File: config.mk
export PLATFORM = sky130hd
export DESIGN_NAME = terminal_ingress_fifo
export DESIGN_NICKNAME = d
export VERILOG_FILES = /design/src/rtl/terminal_ingress_fifo.sv
export SDC_FILE = /design/constraint.sdc
export NUM_CORES = 2
export LEC_CHECK = 0
export ABC_AREA = 1
export CAP_MARGIN = 20
export CORE_UTILIZATION = 39
export DETAILED_ROUTE_END_ITERATION = 10
export PLACE_DENSITY = 0.64
export SLEW_MARGIN = 25
export SYNTH_ARGS = -nofsm -noshare
export SYNTH_HDL_FRONTEND = slang
export SYNTH_SLANG_ARGS = --single-unit
File: constraint.sdc
create_clock -name clk -period 5 [get_ports clk]
set_clock_uncertainty 0.05 [all_clocks]
set_input_delay 1 -clock clk [delete_from_list [all_inputs] [get_ports clk]]
set_output_delay 1 -clock clk [all_outputs]
set_load 0.1 [all_outputs]
File: src/rtl/terminal_ingress_fifo.sv
// Ingress FIFO between a terminal agent and its mesh terminal port.
// Buffers host packets, presents the head first-word-fall-through to the mesh,
// and screens destinations: illegal or self-addressed packets are dropped and counted.
module terminal_ingress_fifo #(
    parameter int PCKG_SZ    = 40,
    parameter int FIFO_DEPTH = 40,
    parameter int ROWS       = 4,
    parameter int COLUMS     = 4,
    parameter int ID_ROW     = 0,
    parameter int ID_COL     = 0,
    parameter int BDCST_EN   = 1
) (
    input  logic                                  clk,
    input  logic                                  reset,
    input  logic                                  push,
    input  logic [PCKG_SZ-1:0]                    data_in,
    output logic                                  full,
    input  logic                                  popin,
    output logic                                  pndng_i_in,
    output logic [PCKG_SZ-1:0]                    data_out_i_in,
    output logic [$clog2(FIFO_DEPTH+1)-1:0]       count,
    output logic [15:0]                           drop_cnt,
    output logic                                  overflow,
    input  logic                                  clr_stat
);

    localparam int CW = $clog2(FIFO_DEPTH + 1);
    localparam int PW = (FIFO_DEPTH > 1) ? $clog2(FIFO_DEPTH) : 1;

    // Header-field comparison constants, sized to the 4-bit address fields
    localparam logic [3:0] ROWS_L    = 4'(ROWS);
    localparam logic [3:0] ROWS_P1   = 4'(ROWS + 1);
    localparam logic [3:0] COLS_L    = 4'(COLUMS);
    localparam logic [3:0] COLS_P1   = 4'(COLUMS + 1);
    localparam logic [3:0] SELF_ROW  = 4'(ID_ROW);
    localparam logic [3:0] SELF_COL  = 4'(ID_COL);
    localparam logic [PW-1:0] PTR_LAST = PW'(FIFO_DEPTH - 1);
    localparam logic [CW-1:0] CNT_FULL = CW'(FIFO_DEPTH);

    logic [PCKG_SZ-1:0] mem [FIFO_DEPTH];

    logic [PW-1:0] rd_ptr_reg;
    logic [PW-1:0] wr_ptr_reg;
    logic [CW-1:0] count_reg;
    logic [15:0]   drop_cnt_reg;
    logic          overflow_reg;

    logic [3:0] dst_row;
    logic [3:0] dst_col;
    logic       dst_legal;
    logic       is_full;
    logic       is_pending;
    logic       do_accept;
    logic       do_pop;
    logic       do_drop;
    logic       do_overflow;

    assign is_full    = (count_reg == CNT_FULL);
    assign is_pending = (count_reg != '0);

    // Destination screening and push/pop qualification
    always_comb begin
        dst_row   = data_in[PCKG_SZ-9 -: 4];
        dst_col   = data_in[PCKG_SZ-13 -: 4];
        dst_legal = 1'b0;
        // West/east edge terminals: row inside the mesh, column just outside it
        if ((dst_row >= 4'd1) && (dst_row <= ROWS_L) &&
            ((dst_col == 4'd0) || (dst_col == COLS_P1)))
            dst_legal = 1'b1;
        // North/south edge terminals: column inside the mesh, row just outside it
        if ((dst_col >= 4'd1) && (dst_col <= COLS_L) &&
            ((dst_row == 4'd0) || (dst_row == ROWS_P1)))
            dst_legal = 1'b1;
        if ((BDCST_EN != 0) && (dst_row == 4'hF) && (dst_col == 4'hF))
            dst_legal = 1'b1;
        // A terminal never sends to itself
        if ((dst_row == SELF_ROW) && (dst_col == SELF_COL))
            dst_legal = 1'b0;

        do_pop      = popin & is_pending;
        do_accept   = push & dst_legal & (~is_full | popin);
        do_drop     = push & ~dst_legal;
        do_overflow = push & dst_legal & is_full & ~popin;
    end

    // Packet storage; contents need no reset since count gates visibility
    always_ff @(posedge clk) begin
        if (do_accept)
            mem[wr_ptr_reg] <= data_in;
    end

    // Pointer and occupancy bookkeeping with explicit wrap at FIFO_DEPTH-1
    always_ff @(posedge clk or negedge reset) begin
        if (!reset) begin
            rd_ptr_reg <= '0;
            wr_ptr_reg <= '0;
            count_reg  <= '0;
        end else begin
            if (do_accept)
                wr_ptr_reg <= (wr_ptr_reg == PTR_LAST) ? '0 : wr_ptr_reg + 1'b1;
            if (do_pop)
                rd_ptr_reg <= (rd_ptr_reg == PTR_LAST) ? '0 : rd_ptr_reg + 1'b1;
            if (do_accept && !do_pop)
                count_reg <= count_reg + 1'b1;
            else if (do_pop && !do_accept)
                count_reg <= count_reg - 1'b1;
        end
    end

    // Statistics: saturating drop counter and sticky overflow, clear has priority
    always_ff @(posedge clk or negedge reset) begin
        if (!reset) begin
            drop_cnt_reg <= '0;
            overflow_reg <= 1'b0;
        end else if (clr_stat) begin
            drop_cnt_reg <= '0;
            overflow_reg <= 1'b0;
        end else begin
            if (do_drop && (drop_cnt_reg != 16'hFFFF))
                drop_cnt_reg <= drop_cnt_reg + 16'd1;
            if (do_overflow)
                overflow_reg <= 1'b1;
        end
    end

    assign full          = is_full;
    assign pndng_i_in    = is_pending;
    assign count         = count_reg;
    assign drop_cnt      = drop_cnt_reg;
    assign overflow      = overflow_reg;
    assign data_out_i_in = is_pending ? mem[rd_ptr_reg] : '0;

endmodule
==> flow_summary.ini <==
[drt]
drt_pass1_iterations = 5
wl_per_cell_um = 21.8
drc = 0
vias_per_cell = 5.23
routed-via-count = 45600
antenna_left = 0
drt-initial-drc-count = 5111
drt-total-wl_mm = 190

[logic_synthesis]
yosys.area_share.adder = 0.00176
synthCells = 6144
mappedNetlistArea_sq_mm = 0.0681
syn_avg_cell_area_sq_um = 11.1
ys_warn_count = 0
yosysSeqAreaShare = 0.718
ys_ff_latch = 1635
synth_compound_area_frac = 0.0497
synth_xor_xnor_area_share = 0.00283
synth_cell_types = 30
synth_top_family_by_area = simple AND/OR/NAND/NOR gates
syn_nets = 6198
synth_mux_area_frac = 0
synth-simple-area-share = 0.173

[setup_path]
worstPathArrival_ps = 3830
crit_path_frequent_cell = nand2_1
cp-start-kind = flop
worstPathMaxFanout = 25
critPathTopFamily = simple AND/OR/NAND/NOR gates
critPathCaptureType = output port
slowest_stage = nor2_4
cp_data_required_time_ps = 3950
max_stage_delay_ps = 690
critPathBufInv = 2
criticalPathCategory = reg2out
crit_chain = nor2_4 -> buf_4 -> nand2_1 -> a21oi_1 -> nor2_1 -> nand2_1 -> nand2_1 -> a21oi_1 -> buf_12

[timing]
hold_viol_final = 0
worstMarginPinSlew_ps = 1000
fmax_ghz = 0.205
slew_headroom = 0.330
layout_min_cycle_time_ps = 4880
finalSetupViolations = 0
slew_viol_final = 0
rsz0062_at_grt = false
finalCritPeriodShare = 0.975
holdWs_ps = 154

[job]
drv_cap = 0

[floorplanning]
die_h_um = 420
design.core.area_sq_mm = 0.174
fp.dieW_um = 420
rows = 153
pin_count = 110
initial_core_util = 0.392
die_area_sq_mm = 0.176

[status]
status = completed

[hold_path]
hold_class = in2async

[clock_network]
cts_made_buffers = 165
worstSkewPairLatency_ps = 790
h-tree-depth = 4
clock-sinks = 1635
path_clk_slew_ps = 60
clockBufferDepth = 3
ctsHoldBuffers = 0
post-cts-setup-buffers = 0
root_buffer = clkbuf_16
cts_tree = built

[layout]
drive_above_1_share = 0.0818
nets = 6321
fill_cells = 15600
areaGrowthSynthToFinish_pct = 15.5
finalNonFillerCells = 8729
largest_register_ffs = 1600

[power_and_ir_drop]
ir_drop_uv = 1170
power.density_mw_per_mm2 = 581
power.total_mw = 45.7
static-leakage-power_nw = 30.1

[place]
dp_hpwl_mm = 106
port_buffers = 109
routabilityCongestion = 0.839
placed_cells = 8423

[grt]
grt_first_pass_wirelength_mm = 281
grt-ovfl-total = 0
grt_pass1_vias = 43200
antenna_found_initial = 4
grt_usage = 0.214
grt_max_degree = 176
==> kinds of logic after synthesis <==
family	Yosys count
adders and majority gates	9
buffers and inverters	908
AOI/OAI and AO/OA	635
DFF	1635
and+or+nand+nor	2935
xor gates and xnor gates	22
==> power breakdown <==
group          internal, mW  leakage (nW)  switching, mW  total, mW
clock                  6.87          2.54           5.15       12.0
sequential             15.2          14.8          0.216       15.4
combinational          5.12          12.7           13.2       18.3
total                  27.2          30.1           18.5       45.7
==> placed cells by master, fill, tap and decap left out, types with 18 or more instances in the layout <==
cell / n
clkdlybuf4s50_1: 57
nand2_1: 1793
o211ai_1: 41
a21oi_1: 205
xor2_1: 18
buf_12: 94
clkinv_2: 26
nand3_1: 554
nor2_4: 26
o21ai_0: 296
edfxtp_1: 1600
o22ai_1: 80
buf_4: 121
clkbuf_1: 49
inv_1: 566
dfrtp_1: 30
clkinv_1: 32
nor2_1: 515
clkbuf_16: 170
==> synth_stat cells <==
| library cell | count | share of area |
|---|---|---|
| o22ai_1 | 80 | 0.0073 |
| nand4_1 | 12 | 0.0011 |
| inv_2 | 6 | 0.00033 |
| edfxtp_1 | 1600 | 0.71 |
| nor2_1 | 541 | 0.030 |
| nand3b_1 | 10 | 0.0011 |
| buf_2 | 146 | 0.011 |
| xnor2_1 | 4 | 0.00051 |
| o211ai_1 | 41 | 0.0045 |
| fa_1 | 1 | 0.00029 |
| dfrtp_1 | 35 | 0.013 |
| and3_1 | 1 | 0.000092 |
| buf_4 | 9 | 0.00099 |
| or2_2 | 1 | 0.000092 |
| buf_1 | 38 | 0.0021 |
| clkbuf_1 | 130 | 0.0072 |
| inv_1 | 568 | 0.031 |
| nor3_2 | 1 | 0.00015 |
| nor2_2 | 3 | 0.00028 |
| o21ai_0 | 296 | 0.022 |
| xor2_1 | 18 | 0.0023 |
| nor3_1 | 19 | 0.0014 |
| a21oi_1 | 215 | 0.016 |
| nand2_1 | 1793 | 0.099 |
| nand3_1 | 554 | 0.041 |
| ha_1 | 8 | 0.0015 |
| a31oi_1 | 2 | 0.00018 |
| buf_6 | 10 | 0.0017 |
| o31ai_1 | 1 | 0.00011 |
| clkbuf_2 | 1 | 0.000073 |
==> path summary, 6_finish.rpt <==
check	from	endpoint	slack, ps	depth (start not counted)
max	rd_ptr_reg[2]	data_out_i_in[18]	120	9
min	reset	count[4]	150	1
max reg2reg	count[0]	count[3]	2110	12
min reg2reg	overflow	overflow	480	2
max in group asynchronous	reset	rd_ptr_reg[2]	4330	1
min in group clk	overflow	overflow	480	2
==> per-layer routing <==
metal | wire [um] | up-vias | track usage
li1 | - | 21000 | -
met1 | 80800 | 22400 | 0.305
met2 | 88600 | 1919 | 0.337
met3 | 15800 | 267 | 0.0338
met4 | 4920 | 4 | 0.0619
met5 | 13 | - | 0
==> metrics by stage <==
step | worst slack, ps | util | area, sq um | TNS [ps]
after floorplan | -148 | - | 68200 | -59070
after global placement | 528 | 0.423 | 73400 | 0
after detailed placement | 521 | 0.423 | 73400 | 0
after CTS | 0.281 | 0.453 | 78600 | 0
after global routing | 23.0 | 0.453 | 78700 | 0
final | 124 | 0.453 | 78700 | 0
==> cell type report <==
class,instances,area (sq um),share of cell area
antenna,2,5.00,0.0000636
inverter,574,2180,0.0277
clock buffer,220,4440,0.0564
multi-input combinational,3601,15900,0.202
tap,2325,2910,0.0370
sequential,1635,48900,0.622
clock inverter,82,774,0.00984
timing repair buffer,290,3580,0.0455
==> what timing repair did <==
item,in CTS,in global routing
endpoints found under the hold margin,0,0
endpoints found under the setup margin,2,18
gates cloned,1,1
resized for setup,2,7
Power figures use the tool's default switching activity.
